`src/rtl/mandelbrot_pkg.sv`:
```
// ============================================================================
// Module      : mandelbrot_pkg
// Description : Shared constants, record layout and scheduler state encoding
//               for the Mandelbrot pass scheduler.
// Revision    : 1.0 - initial release
// ============================================================================
`default_nettype none

package mandelbrot_pkg;

    localparam int H_RES  = 800;
    localparam int V_RES  = 480;
    localparam int NUM_PX = H_RES * V_RES;

    // Datapath record: {PxVal, X, Y, Iter}
    localparam int REC_W     = 104;
    localparam int PXVAL_MSB = 103;
    localparam int PXVAL_LSB = 96;
    localparam int X_MSB     = 95;
    localparam int X_LSB     = 64;
    localparam int Y_MSB     = 63;
    localparam int Y_LSB     = 32;
    localparam int ITER_MSB  = 31;
    localparam int ITER_LSB  = 0;

    localparam logic [7:0]       PX_INTERIOR = 8'hFF;
    localparam logic [REC_W-1:0] SEED_WORD   = {PX_INTERIOR, 32'h0, 32'h0, 32'h0};

    typedef enum logic [1:0] {
        IDLE  = 2'd0,
        SEED  = 2'd1,
        RUN   = 2'd2,
        FLUSH = 2'd3
    } sched_state_t;

endpackage

`default_nettype wire

```
`src/rtl/mandelbrot_scheduler_if.sv`:
```
// ============================================================================
// Module      : mandelbrot_scheduler_if
// Description : Datapath FIFO and framebuffer pixel buses of the scheduler.
//               master = scheduler side, slave = FIFOs / framebuffer side.
// Revision    : 1.0 - initial release
// ============================================================================
`default_nettype none

interface mandelbrot_scheduler_if #(
    parameter int ADDR_W = 19
) ();

    logic [mandelbrot_pkg::REC_W-1:0] o_In_Data;
    logic                             o_In_Wrreq;
    logic                             i_In_Full;
    logic [mandelbrot_pkg::REC_W-1:0] i_Out_Data;
    logic                             i_Out_Empty;
    logic                             o_Out_Rdreq;
    logic                             o_Px_Valid;
    logic [7:0]                       o_Px_Value;
    logic [ADDR_W-1:0]                o_Px_Addr;
    logic                             i_Px_Ready;

    modport master (
        output o_In_Data, o_In_Wrreq,
        input  i_In_Full,
        input  i_Out_Data, i_Out_Empty,
        output o_Out_Rdreq,
        output o_Px_Valid, o_Px_Value, o_Px_Addr,
        input  i_Px_Ready
    );

    modport slave (
        input  o_In_Data, o_In_Wrreq,
        output i_In_Full,
        output i_Out_Data, i_Out_Empty,
        input  o_Out_Rdreq,
        input  o_Px_Valid, o_Px_Value, o_Px_Addr,
        output i_Px_Ready
    );

endinterface

`default_nettype wire

```
`src/rtl/mandelbrot_px_out.sv`:
```
// ============================================================================
// Module      : mandelbrot_px_out
// Description : One-entry registered valid/ready pixel stage; holds its
//               contents stable while the framebuffer writer stalls.
// Revision    : 1.0 - initial release
// ============================================================================
`default_nettype none

module mandelbrot_px_out #(
    parameter int ADDR_W = 19
) (
    input  wire logic              i_Clk,
    input  wire logic              i_Rst_n,
    input  wire logic              i_Load,
    input  wire logic [7:0]        i_Value,
    input  wire logic [ADDR_W-1:0] i_Addr,
    input  wire logic              i_Ready,
    output logic                   o_Can_Load,
    output logic                   o_Valid,
    output logic [7:0]             o_Value,
    output logic [ADDR_W-1:0]      o_Addr
);

    logic              valid_q, valid_d;
    logic [7:0]        value_q, value_d;
    logic [ADDR_W-1:0] addr_q,  addr_d;

    // A new pixel may enter in the same cycle the held one is accepted.
    assign o_Can_Load = !valid_q || i_Ready;

    always_comb begin
        valid_d = valid_q;
        value_d = value_q;
        addr_d  = addr_q;
        if (i_Load) begin
            valid_d = 1'b1;
            value_d = i_Value;
            addr_d  = i_Addr;
        end else if (i_Ready) begin
            valid_d = 1'b0;
        end
    end

    always_ff @(posedge i_Clk or negedge i_Rst_n) begin
        if (!i_Rst_n) begin
            valid_q <= 1'b0;
            value_q <= '0;
            addr_q  <= '0;
        end else begin
            valid_q <= valid_d;
            value_q <= value_d;
            addr_q  <= addr_d;
        end
    end

    assign o_Valid = valid_q;
    assign o_Value = value_q;
    assign o_Addr  = addr_q;

endmodule

`default_nettype wire

```
`src/rtl/mandelbrot_scheduler.sv`:
```
// ============================================================================
// Module      : mandelbrot_scheduler
// Description : Seeds every pixel, recirculates datapath results for
//               MaxIter-1 further passes, then retires pixels to the
//               framebuffer in strict pixel-major order.
// Revision    : 1.0 - initial release
// ============================================================================
`default_nettype none

module mandelbrot_scheduler
    import mandelbrot_pkg::*;
#(
    parameter int H_RES  = mandelbrot_pkg::H_RES,
    parameter int V_RES  = mandelbrot_pkg::V_RES,
    parameter int ADDR_W = 19,
    parameter int ITER_W = 8
) (
    input  wire logic               i_Clk,
    input  wire logic               i_Rst_n,
    input  wire logic               i_Start,
    input  wire logic [ITER_W-1:0]  i_Max_Iter,
    output logic                    o_Busy,
    output logic                    o_Done,
    output logic [ITER_W-1:0]       o_Pass,
    mandelbrot_scheduler_if.master  bus
);

    localparam int                NPX      = H_RES * V_RES;
    localparam logic [ADDR_W-1:0] CNT_LAST = ADDR_W'(NPX - 1);

    sched_state_t      state_q, state_d;
    logic [ADDR_W-1:0] cnt_q,   cnt_d;
    logic [ITER_W-1:0] pass_q,  pass_d;
    logic [ITER_W-1:0] maxi_q,  maxi_d;
    logic              busy_q,  busy_d;
    logic              done_q,  done_d;

    logic              retire_pass;
    logic              cnt_at_last;
    logic              px_load;
    logic              px_can_load;
    logic              in_wrreq;
    logic              out_rdreq;
    logic [REC_W-1:0]  in_data;

    assign retire_pass = (pass_q == maxi_q - ITER_W'(1));
    assign cnt_at_last = (cnt_q == CNT_LAST);

    always_comb begin
        state_d   = state_q;
        cnt_d     = cnt_q;
        pass_d    = pass_q;
        maxi_d    = maxi_q;
        busy_d    = busy_q;
        done_d    = 1'b0;
        in_wrreq  = 1'b0;
        in_data   = '0;
        out_rdreq = 1'b0;
        px_load   = 1'b0;

        unique case (state_q)
            IDLE: begin
                if (i_Start) begin
                    maxi_d  = (i_Max_Iter == '0) ? ITER_W'(1) : i_Max_Iter;
                    cnt_d   = '0;
                    pass_d  = '0;
                    busy_d  = 1'b1;
                    state_d = SEED;
                end
            end
            SEED: begin
                if (!bus.i_In_Full) begin
                    in_wrreq = 1'b1;
                    in_data  = SEED_WORD;
                    if (cnt_at_last) begin
                        cnt_d   = '0;
                        state_d = RUN;
                    end else begin
                        cnt_d = cnt_q + ADDR_W'(1);
                    end
                end
            end
            RUN: begin
                // Records pass through unmodified so the datapath's own
                // pixel counter stays aligned with the frame order.
                if (retire_pass) begin
                    if (!bus.i_Out_Empty && px_can_load) begin
                        out_rdreq = 1'b1;
                        px_load   = 1'b1;
                    end
                end else if (!bus.i_Out_Empty && !bus.i_In_Full) begin
                    out_rdreq = 1'b1;
                    in_wrreq  = 1'b1;
                    in_data   = bus.i_Out_Data;
                end
                if (out_rdreq) begin
                    if (cnt_at_last) begin
                        cnt_d = '0;
                        if (retire_pass) begin
                            state_d = FLUSH;
                        end else begin
                            pass_d = pass_q + ITER_W'(1);
                        end
                    end else begin
                        cnt_d = cnt_q + ADDR_W'(1);
                    end
                end
            end
            FLUSH: begin
                if (px_can_load) begin
                    done_d  = 1'b1;
                    busy_d  = 1'b0;
                    state_d = IDLE;
                end
            end
            default: state_d = IDLE;
        endcase
    end

    always_ff @(posedge i_Clk or negedge i_Rst_n) begin
        if (!i_Rst_n) begin
            state_q <= IDLE;
            cnt_q   <= '0;
            pass_q  <= '0;
            maxi_q  <= '0;
            busy_q  <= 1'b0;
            done_q  <= 1'b0;
        end else begin
            state_q <= state_d;
            cnt_q   <= cnt_d;
            pass_q  <= pass_d;
            maxi_q  <= maxi_d;
            busy_q  <= busy_d;
            done_q  <= done_d;
        end
    end

    mandelbrot_px_out #(
        .ADDR_W (ADDR_W)
    ) u_px_out (
        .i_Clk      (i_Clk),
        .i_Rst_n    (i_Rst_n),
        .i_Load     (px_load),
        .i_Value    (bus.i_Out_Data[PXVAL_MSB:PXVAL_LSB]),
        .i_Addr     (cnt_q),
        .i_Ready    (bus.i_Px_Ready),
        .o_Can_Load (px_can_load),
        .o_Valid    (bus.o_Px_Valid),
        .o_Value    (bus.o_Px_Value),
        .o_Addr     (bus.o_Px_Addr)
    );

    assign bus.o_In_Data   = in_data;
    assign bus.o_In_Wrreq  = in_wrreq;
    assign bus.o_Out_Rdreq = out_rdreq;
    assign o_Busy          = busy_q;
    assign o_Done          = done_q;
    assign o_Pass          = pass_q;

endmodule

`default_nettype wire

```
`src/flat_wrapper.sv`:
```
// flat-port wrapper written by rule: the top's interface ports become plain ports
module mandelbrot_scheduler_flat import mandelbrot_pkg::*;
#(
    parameter int H_RES  = mandelbrot_pkg::H_RES,
    parameter int V_RES  = mandelbrot_pkg::V_RES,
    parameter int ADDR_W = 19,
    parameter int ITER_W = 8
)
  (i_Clk, i_Rst_n, i_Start, i_Max_Iter, o_Busy, o_Done, o_Pass, bus_o_In_Data, bus_o_In_Wrreq, bus_i_In_Full, bus_i_Out_Data, bus_i_Out_Empty, bus_o_Out_Rdreq, bus_o_Px_Valid, bus_o_Px_Value, bus_o_Px_Addr, bus_i_Px_Ready);
  mandelbrot_scheduler_if #(.ADDR_W(ADDR_W)) bus_i ();
  input  wire logic i_Clk;
  input  wire logic i_Rst_n;
  input  wire logic i_Start;
  input  wire logic [ITER_W-1:0] i_Max_Iter;
  output logic o_Busy;
  output logic o_Done;
  output logic [ITER_W-1:0] o_Pass;
  output wire logic [$bits(bus_i.o_In_Data)-1:0] bus_o_In_Data;
  output wire logic [$bits(bus_i.o_In_Wrreq)-1:0] bus_o_In_Wrreq;
  input wire logic [$bits(bus_i.i_In_Full)-1:0] bus_i_In_Full;
  input wire logic [$bits(bus_i.i_Out_Data)-1:0] bus_i_Out_Data;
  input wire logic [$bits(bus_i.i_Out_Empty)-1:0] bus_i_Out_Empty;
  output wire logic [$bits(bus_i.o_Out_Rdreq)-1:0] bus_o_Out_Rdreq;
  output wire logic [$bits(bus_i.o_Px_Valid)-1:0] bus_o_Px_Valid;
  output wire logic [$bits(bus_i.o_Px_Value)-1:0] bus_o_Px_Value;
  output wire logic [$bits(bus_i.o_Px_Addr)-1:0] bus_o_Px_Addr;
  input wire logic [$bits(bus_i.i_Px_Ready)-1:0] bus_i_Px_Ready;
  assign bus_o_In_Data = bus_i.o_In_Data;
  assign bus_o_In_Wrreq = bus_i.o_In_Wrreq;
  assign bus_i.i_In_Full = bus_i_In_Full;
  assign bus_i.i_Out_Data = bus_i_Out_Data;
  assign bus_i.i_Out_Empty = bus_i_Out_Empty;
  assign bus_o_Out_Rdreq = bus_i.o_Out_Rdreq;
  assign bus_o_Px_Valid = bus_i.o_Px_Valid;
  assign bus_o_Px_Value = bus_i.o_Px_Value;
  assign bus_o_Px_Addr = bus_i.o_Px_Addr;
  assign bus_i.i_Px_Ready = bus_i_Px_Ready;
  mandelbrot_scheduler #(.H_RES(H_RES), .V_RES(V_RES), .ADDR_W(ADDR_W), .ITER_W(ITER_W)) u_core (.i_Clk(i_Clk), .i_Rst_n(i_Rst_n), .i_Start(i_Start), .i_Max_Iter(i_Max_Iter), .o_Busy(o_Busy), .o_Done(o_Done), .o_Pass(o_Pass), .bus(bus_i));
endmodule
```
`config.mk`:
```
export PLATFORM = sky130hd
export DESIGN_NAME = mandelbrot_scheduler_flat
export DESIGN_NICKNAME = d
export VERILOG_FILES = /design/src/rtl/mandelbrot_pkg.sv /design/src/rtl/mandelbrot_scheduler_if.sv /design/src/rtl/mandelbrot_px_out.sv /design/src/rtl/mandelbrot_scheduler.sv /design/src/flat_wrapper.sv
export SDC_FILE = /design/constraint.sdc
export NUM_CORES = 1
export LEC_CHECK = 0
export CAP_MARGIN = 20
export CORE_UTILIZATION = 41
export CTS_BUF_LIST = sky130_fd_sc_hd__clkbuf_4
export DETAILED_ROUTE_END_ITERATION = 7
export GPL_TIMING_DRIVEN = 0
export PLACE_DENSITY_LB_ADDON = 0.3
export SLEW_MARGIN = 20
export SYNTH_ARGS = -nofsm -noshare
export SYNTH_HDL_FRONTEND = slang
export SYNTH_SLANG_ARGS = --single-unit
export TNS_END_PERCENT = 5
```
`constraint.sdc`:
```
create_clock -name i_Clk -period 9.14 [get_ports i_Clk]
set_input_delay 2.285 -clock i_Clk [delete_from_list [all_inputs] [get_ports i_Clk]]
set_output_delay 2.285 -clock i_Clk [all_outputs]
set_load 0.1 [all_outputs]
```
== Yosys cells after proc, flatten, opt, wreduce, memory -nomap -nowiden ==
Cells that the tools add are included.
Operators by class
  multiplexer cells: 40
  $add $sub $neg: 3
  equality and inequality tests: 13
  reductions and logical operators: 17
Operators by type and width (number)
  104-bit two-way mux: 3
  104-bit one-hot mux with 2 select lines: 1
  19-bit two-way mux: 4
  19-bit one-hot mux with 3 select lines: 1
  8-bit two-way mux: 5
  19-bit by 1-bit adder with 19-bit output (second input constant): 1
  19-bit equality test (second input constant): 1
  8-bit one-hot mux with 2 select lines: 1
  1-bit two-way mux: 15
  2-bit two-way mux: 7
  2-bit by 1-bit inequality test with 1-bit output (second input constant): 5
  8-bit by 1-bit adder with 8-bit output (second input constant): 1
  8-bit equality test: 1
  8-bit logical NOT: 1
  2-bit one-hot mux with 4 select lines: 1
  8-bit by 1-bit subtractor with 8-bit output (second input constant): 1
  7-bit AND reduction: 1
  2-bit inequality test (second input constant): 3
  2-bit nonzero test: 3
  5-bit AND reduction: 1
  2-bit equality test (second input constant): 2
  1-bit one-hot mux with 2 select lines: 2
  4-bit AND reduction: 1
  1-bit logical NOT: 3
  7 further kinds: 8
Word-level totals
  output and inout port bits: 144
  bits in registers: 67
  input bits: 118
  word-level logic and storage cells: 82

== Depth between registers and ports, before layout ==
Gate-level depths: netlist (run 1).
  depth in word-level cells: 8
  mapped depth: 11
  mapped depth without buffers: 9

== Hierarchy ==
A second synthesis (run 1) with hierarchy kept.
Second synthesis, totals
  cell total of the unflattened synthesis: 465
  area, all modules: 4549.4 µm²
By module, submodules not included
  mandelbrot_scheduler: instances 1, area an instance 3409.5 µm², cells each 405, seq. area each 975.9 µm²
  mandelbrot_px_out: instances 1, area an instance 1139.8 µm², cells each 60, seq. area each 700.7 µm²

== Worst setup path before layout (run 1) ==
OpenSTA, ideal clock, no wires.
  kind: input-to-output
  start point: input bus_i_In_Full
  end point: output bus_o_Out_Rdreq
  stages: 2
  data arrival time: 4407 ps
  data required time: 6855 ps
  buffers on the path: 0
  path slack: 2448 ps
  path through: nor2b_1 a2111oi_2
On the way
  longest elaborated chain between the ends: 6
RTL lines
  from (decl): line flat_wrapper.sv:20  | input wire logic [$bits(bus_i.i_In_Full)-1:0] bus_i_In_Full;
  1-bit logical NOT
  1-bit logical AND: line mandelbrot_scheduler.sv:91  | end else if (!bus.i_Out_Empty && !bus.i_In_Full) begin
  1-bit two-way mux: line mandelbrot_scheduler.sv:91
  1-bit two-way mux: line mandelbrot_scheduler.sv:86  | if (retire_pass) begin
  1-bit two-way mux (2 in series): line mandelbrot_scheduler.sv:61  | unique case (state_q)
  to (decl): line flat_wrapper.sv:23  | output wire logic [$bits(bus_i.o_Out_Rdreq)-1:0] bus_o_Out_Rdreq;
Every way passes these cells. The select of a mux whose other input is x is not followed.

== Final worst setup path (run 1) ==
  start point: input bus_i_Out_Empty
  end point: output bus_o_In_Data[21]
On the way
  longest elaborated chain between the ends: 5
RTL lines
  from (decl): line flat_wrapper.sv:22  | input wire logic [$bits(bus_i.i_Out_Empty)-1:0] bus_i_Out_Empty;
  1-bit logical NOT: line mandelbrot_scheduler.sv:91
  1-bit logical AND: line mandelbrot_scheduler.sv:91
  104-bit two-way mux: line mandelbrot_scheduler.sv:91
  104-bit two-way mux: line mandelbrot_scheduler.sv:86
  104-bit one-hot mux with 2 select lines: line mandelbrot_scheduler.sv:61
  to (decl): line flat_wrapper.sv:18  | output wire logic [$bits(bus_i.o_In_Data)-1:0] bus_o_In_Data;
Every way passes these cells.

==> impl_metrics.json, run 1 <==
{
  "syn_to_final_growth_pct": 69.1,
  "core-area_sq_um": 9910,
  "netlist_top_cells_area": "dfrtp_1 40%, and2_1 15%, mux2_2 8.5%",
  "synth_area_per_cell_sq_um": 9.44,
  "cts_tree": "done",
  "powerDensity_nw_per_um2": 97.8,
  "grt_max_degree": 52,
  "yosysUniqueCellTypes": 54,
  "grt_pass1_wl_microns": 24600,
  "clkPwrFrac_pct": 26.8,
  "antenna_found_initial": 0,
  "ioPinCount": 262,
  "maxSlewHeadroom_pct": 24.2,
  "hold_class": "reg -> reg",
  "min_to": "u_core.u_px_out.o_Addr[13]",
  "switching_share_pct": 30.3,
  "final_cell_mix": "260 x clkdlybuf4s50_1, 101 x and2_1, 67 x dfrtp_1, 32 x mux2_2, 24 x nand2_1",
  "cts_root_buffer": "clkbuf_4",
  "first_global_vias": 4536,
  "drt-initial-drc-count": 308,
  "grtUsageMet2_pct": 53.6,
  "crit_buf_inv": 4,
  "finalCritPeriodShare_pct": 88.5,
  "drt-wirelength-per-cell_microns": 18.6,
  "clock_latency_ps": 420,
  "row_count": 36,
  "synth_top_area_share_pct": 39.5,
  "hp-start": "u_core.u_px_out.o_Addr[13]",
  "clock-sinks": 67,
  "hold_viol_final": 0,
  "cts_resized": 0,
  "cts_made_buffers": 9,
  "vias_per_cell": 5.28,
  "met3_usage_pct": 10.5,
  "port_buffers": 261,
  "cp_max_fo": 10,
  "crit_family": "buffers and inverters",
  "n_antenna_cell": 0,
  "grt_remaining_overflow": 0,
  "reg2reg_setup_slack_ps": 5720,
  "slew_viol_final": 0,
  "clk_path_buf_depth": 2,
  "worst_pin_slew_ps": 1130,
  "die_h_microns": 104,
  "p_int_uw": 489,
  "place_congestion": 0.952,
  "hpwl_microns": 12900,
  "cpMaxStageDelayCell": "clkdlybuf4s50_1",
  "status": "finished, final reports clean",
  "maxCapViolCount": 0,
  "vias": 4538,
  "final_common_cell": "clkdlybuf4s50_1",
  "fmaxAchievable_mhz": 124,
  "cp_data_arrival_time_ps": 5800,
  "setup_viol": 0,
  "drtPass1Iterations": 5,
  "crit_chain": "clkdlybuf4s50_1 -> nor2_1 -> nor4bb_1 -> clkbuf_1 -> clkbuf_1 -> and2_1 -> clkdlybuf4s50_1",
  "holdWs_ps": 512,
  "syn_area_sq_um": 4240,
  "final_nets": 849,
  "ys_warn_count": 0,
  "finalCriticalPeriod_ps": 8090,
  "async_reset_ff_share_pct": 100,
  "p_leak_uw": 0.00307,
  "grt-busiest-layer": "met2",
  "slowest_delay_ps": 1230,
  "clock_skew_ps": 15.9,
  "reg2reg_depth": 9,
  "start_kind": "primary input",
  "cp-end-kind": "output pin",
  "r2r-end": "u_core.cnt_q[14]",
  "clk_pin_slew_ps": 100,
  "grt_use_total_pct": 29.5,
  "syn-instance-count": 449,
  "syn-num-nets": 576,
  "post-cts-setup-buffers": 0,
  "grt_util_met1_pct": 33.4,
  "synth_top_cell_by_area": "dfrtp_1",
  "holdBufCountCts": 0,
  "ant_nets": 0,
  "worstHoldPathCells": 1,
  "synth_edf_count": 0,
  "netSwitchingPower_uw": 212,
  "p_comb_share_pct": 23.5,
  "r2r-start": "u_core.maxi_q[2]",
  "yosysSeqAreaShare_pct": 39.5,
  "synth_ff_type": "dfrtp_1",
  "ys_ff_latch": 67,
  "ir_drop_mv": 0.101,
  "pwr-share-seq_pct": 49.7,
  "rsz0062_at_grt": "false",
  "cp.required_ps": 6860,
  "crit_type": "in -> out",
  "floorplan.initialDensity_pct": 42.8,
  "wirelength_microns": 16000,
  "die_w_microns": 104,
  "timing.setup.tns_ps": 0,
  "route.detailed.drc": 0,
  "die_area_sq_um": 10800,
  "htree_levels": 3,
  "drive_gt1_share_pct": 8.82
}
-- sequential cells by signal (all words and copies together), names as in the netlist --
signal,count
u_core.u_px_out.o_Valid,1
u_core.state_q,2
u_core.u_px_out.o_Value,8
u_core.maxi_q,8
u_core.cnt_q,19
u_core.o_Done,1
u_core.o_Pass,8
u_core.u_px_out.o_Addr,19
u_core.o_Busy,1
-- how the worst max path moves through the flow --
stage	to	startpoint	cells past startpoint	slack, ps
after floorplan	bus_o_Out_Rdreq	bus_i_In_Full	2	2450
after detailed placement	bus_o_In_Data[21]	bus_i_Out_Empty	7	1030
after global placement	bus_o_In_Data[21]	bus_i_Out_Empty	7	1050
after CTS	bus_o_In_Data[21]	bus_i_Out_Empty	7	1030
after global routing	bus_o_In_Data[21]	bus_i_Out_Empty	7	830
final	bus_o_In_Data[21]	bus_i_Out_Empty	7	1050
-- power by group through the flow --
| stage | combinational [uW] | clock, uW | sequential, uW |
|---|---|---|---|
| final | 165 | 188 | 349 |
| after CTS | 165 | 191 | 348 |
| after detailed placement | 164 | 0 | 354 |
| after floorplan | 86.4 | 0 | 344 |
| after global placement | 156 | 0 | 352 |
| after global routing | 179 | 204 | 354 |
-- stage by stage --
step                total power, uW  instances  util (%)  instance area, sq um  worst slack, ps
floorplan                       431        449         -                  4240             2450
detailed placement              518        844      71.1                  7040             1030
finish                          701        859      72.3                  7170             1050
CTS                             704        859      72.3                  7170             1030
global placement                509        843      70.8                  7020             1050
global route                    737        859      72.3                  7170              835
-- synth_stat cells, drive strengths merged (2+ instances only) --
master	n
and2	101
dfrtp	67
mux2	34
nand2	24
clkbuf	18
o21ai	16
a21oi	14
a31oi	14
and3	14
o31ai	12
nand3	11
nor2	11
inv	10
ha	9
nor3	9
a21o	7
or3	7
nand4	6
a22o	5
buf	5
nor2b	5
xor2	5
mux2i	4
nand2b	4
nor4	4
or2	4
nor3b	3
o41ai	3
xnor2	3
o21a	2
or4	2
-- final cells by class --
| type | count | area (sq um) |
|---|---|---|
| fill | 754 | 2740 |
| timing repair buffer | 262 | 2640 |
| multi-input combinational | 349 | 2420 |
| sequential | 67 | 1680 |
| tap | 133 | 166 |
| buffer | 23 | 105 |
| clock buffer | 11 | 82.6 |
| clock inverter | 4 | 42.5 |
| inverter | 10 | 37.5 |
-- per-layer routing --
| layer | up-vias | routed length, microns | part of all wire (%) |
|---|---|---|---|
| met5 | - | 0 | 0 |
| met4 | 0 | 191 | 1.2 |
| met3 | 14 | 1450 | 9.1 |
| met2 | 225 | 8240 | 52 |
| met1 | 2164 | 6110 | 38 |
| li1 | 2135 | - | - |
-- kinds of logic (layout without fill, tap and decap cells) --
kind of cell | Yosys count | count (layout) | share of synthesized area, %
AND/OR/NAND/NOR | 210 | 210 | 28.9
buffers and inverters | 33 | 310 | 3.36
adder cells (fa/ha/maj) | 9 | 9 | 2.66
AO/OA/AOI/OAI | 84 | 84 | 13.8
XOR/XNOR | 8 | 8 | 1.65
multiplexers | 38 | 38 | 10.2
flip-flops | 67 | 67 | 39.5
Note: power is estimated with default switching activity, not from simulation.
==> inputs of run 2 (changes only) <==
- CORE_UTILIZATION: 41 -> 43
- SYNTH_HIERARCHICAL: unset -> 1
==> impl_metrics.json, run 2 <==
{
  "status": "finished, final reports clean",
  "clock_latency_ps": 420,
  "row_count": 37,
  "post-cts-setup-buffers": 0,
  "maxSlewHeadroom_pct": 19.9,
  "async_reset_ff_share_pct": 100,
  "cp-end-kind": "output pin",
  "drtPass1Iterations": 5,
  "clk_path_buf_depth": 2,
  "place_congestion": 0.908,
  "hpwl_microns": 15800,
  "synth_top_area_share_pct": 36.9,
  "die_area_sq_um": 11000,
  "rsz0062_at_grt": "false",
  "final_nets": 864,
  "synth_most_common_cell": "and3_1",
  "final_common_cell": "clkdlybuf4s50_1",
  "finalCriticalPeriod_ps": 7980,
  "netSwitchingPower_uw": 1090,
  "yosysSeqAreaShare_pct": 36.9,
  "grt_remaining_overflow": 0,
  "die_h_microns": 105,
  "timing.setup.tns_ps": 0,
  "die_w_microns": 105,
  "syn_area_sq_um": 4550,
  "setup_viol": 0,
  "hold_viol_final": 0,
  "synth_edf_count": 0,
  "cp.required_ps": 6860,
  "holdBufCountCts": 0,
  "vias": 5133,
  "crit_buf_inv": 4,
  "htree_levels": 3,
  "syn-instance-count": 465,
  "start_kind": "primary input",
  "design_area_sq_um": 7500,
  "ir_drop_mv": 0.179,
  "switching_share_pct": 58.6,
  "first_global_vias": 4791,
  "cp_data_arrival_time_ps": 5700,
  "grt_use_total_pct": 34.7,
  "antenna_found_initial": 2,
  "cts_made_buffers": 9,
  "syn_to_final_growth_pct": 64.9,
  "fmaxAchievable_mhz": 125,
  "hold_class": "reg -> reg",
  "synth_area_per_cell_sq_um": 9.78,
  "cts_tree": "done",
  "vias_per_cell": 5.83,
  "nFillCells": 748,
  "drt-wirelength-per-cell_microns": 22.1,
  "floorplan.initialDensity_pct": 44.3,
  "clock_skew_ps": 24.3,
  "ys_warn_count": 6,
  "drive_gt1_share_pct": 10.4,
  "final_util_pct": 73.0,
  "clkPwrFrac_pct": 11.0,
  "clk_pin_slew_ps": 130,
  "slowest_delay_ps": 1280,
  "worst_pin_slew_ps": 1200,
  "ioPinCount": 262,
  "final_cell_mix": "259 x clkdlybuf4s50_1, 114 x and3_1, 67 x dfrtp_1, 31 x clkbuf_1, 23 x nand2_1",
  "grt_pass1_wl_microns": 28400,
  "netlist_top_cells_area": "dfrtp_1 37%, and3_1 16%, mux2_4 6.3%",
  "yosysUniqueCellTypes": 56,
  "p_comb_share_pct": 67.7,
  "route.detailed.drc": 0,
  "crit_chain": "clkdlybuf4s50_1 -> nor2_1 -> nand2_1 -> a21oi_1 -> clkbuf_1 -> clkbuf_1 -> and3_1 -> clkdlybuf4s50_1",
  "syn-num-nets": 591,
  "cts_root_buffer": "clkbuf_4",
  "ys_ff_latch": 67,
  "p_leak_uw": 0.00343,
  "cp_max_fo": 10,
  "hp-start": "u_core/u_px_out/o_Value[5]",
  "ff_latch_area_sq_um": 1680,
  "clock-sinks": 67,
  "ant_nets": 0,
  "crit_family": "buffers and inverters",
  "finalCritPeriodShare_pct": 87.4,
  "multi_input_area_sq_um": 2650,
  "slew_viol_final": 0,
  "synth_ff_type": "dfrtp_1",
  "drt-initial-drc-count": 589,
  "core-area_sq_um": 10300,
  "grt_max_degree": 57,
  "maxCapViolCount": 0,
  "pwr-share-seq_pct": 21.3,
  "synth_top_cell_by_area": "dfrtp_1",
  "r2r-start": "u_core/maxi_q[2]",
  "crit_type": "in -> out",
  "cpMaxStageDelayCell": "clkdlybuf4s50_1",
  "cts_resized": 0,
  "place_area_sq_um": 7360,
  "port_buffers": 261,
  "wirelength_microns": 19400,
  "powerDensity_nw_per_um2": 248,
  "synthTopCellsByCount": "114 x and3_1, 67 x dfrtp_1, 31 x clkbuf_1, 23 x nand2_1, 19 x mux2_4",
  "startpoint": "bus_i_In_Full",
  "p_int_uw": 770
}
run 2: cell count changes after synthesis, sizes merged, moves of 5 or more:
cell	delta
o31ai	-12
a31oi	-12
a22o	-5
clkbuf	+13
and2	-97
a41oi	+16
o21ai	-7
and3	+100
o41ai	+12
nor2	+5
run 2: layout make-up:
cell class / count / area share (%)
Antenna cell: 2 / 0.0667
Timing Repair Buffer: 262 / 35.1
Clock buffer: 9 / 0.901
Sequential cell: 67 / 22.4
Clock inverter: 7 / 0.984
Tap cell: 136 / 2.27
Multi-Input combinational cell: 352 / 35.3
Buffer: 36 / 2.54
Inverter: 10 / 0.501
run 2: worst paths after layout:
| check | to | slack [ps] | cells past startpoint |
|---|---|---|---|
| max | bus_o_In_Data[37] | 1160 | 8 |
| min | u_core/u_px_out/o_Value[5] | 530 | 1 |
| max reg2reg | u_core/state_q[1] | 6050 | 7 |
| min reg2reg | u_core/u_px_out/o_Value[5] | 530 | 1 |
| max in group asynchronous | u_core/o_Pass[3] | 6910 | 2 |
| min in group asynchronous | u_core/u_px_out/o_Addr[3] | 1690 | 1 |
run 2: power groups by stage:
| stage | sequential (uW) | combinational [uW] | clock [uW] |
|---|---|---|---|
| after floorplan | 533 | 763 | 0 |
| after global placement | 396 | 1220 | 0 |
| after global routing | 403 | 1320 | 223 |
| after detailed placement | 401 | 1240 | 0 |
| after CTS | 394 | 1240 | 210 |
| final | 397 | 1260 | 204 |
run 2: kinds of logic (layout without fill, tap and decap cells):
group | after synthesis | count (layout) | share of synthesized area (%)
AO/OA/AOI/OAI | 80 | 80 | 15.2
XOR/XNOR | 9 | 9 | 1.73
adder cells (fa/ha/maj) | 8 | 8 | 2.20
buffers and inverters | 46 | 324 | 5.01
flip-flops | 67 | 67 | 36.9
multiplexers | 40 | 40 | 11.4
other | 0 | 2 | 0
AND/OR/NAND/NOR | 215 | 215 | 27.6
run 2: worst register-to-register path: stages, from the launching register on:
cell and delay (ps):
dfrtp_1 480, or4_4 590, or2_2 310, o21ai_1 230
a31oi_1 220, or4_1 610, a21oi_2 190, mux2_1 330
run 2: through the flow:
step                hold WS (ps)  setup WS, ps  std cells  total power (uW)
global route                 538          1070        879              1940
CTS                          526          1180        879              1850
finish                       525          1160        881              1860
floorplan                    479          1010        465              1300
detailed placement           495          1190        863              1640
global placement             489          1290        862              1610
run 2: per-layer routing:
metal	wire length, microns	track usage (%)	vias to the layer above
li1	-	-	2301
met1	7300	42.0	2448
met2	8960	54.4	338
met3	2180	11.9	46
met4	991	18.4	0
met5	0	0	-
==> inputs of run 3 (changes only) <==
- CORE_UTILIZATION: 43 -> 41
- SYNTH_HIERARCHICAL: 1 -> unset
==> results of run 3 <==
No change in the layout: final DEF, timing and power equal those of run 1.
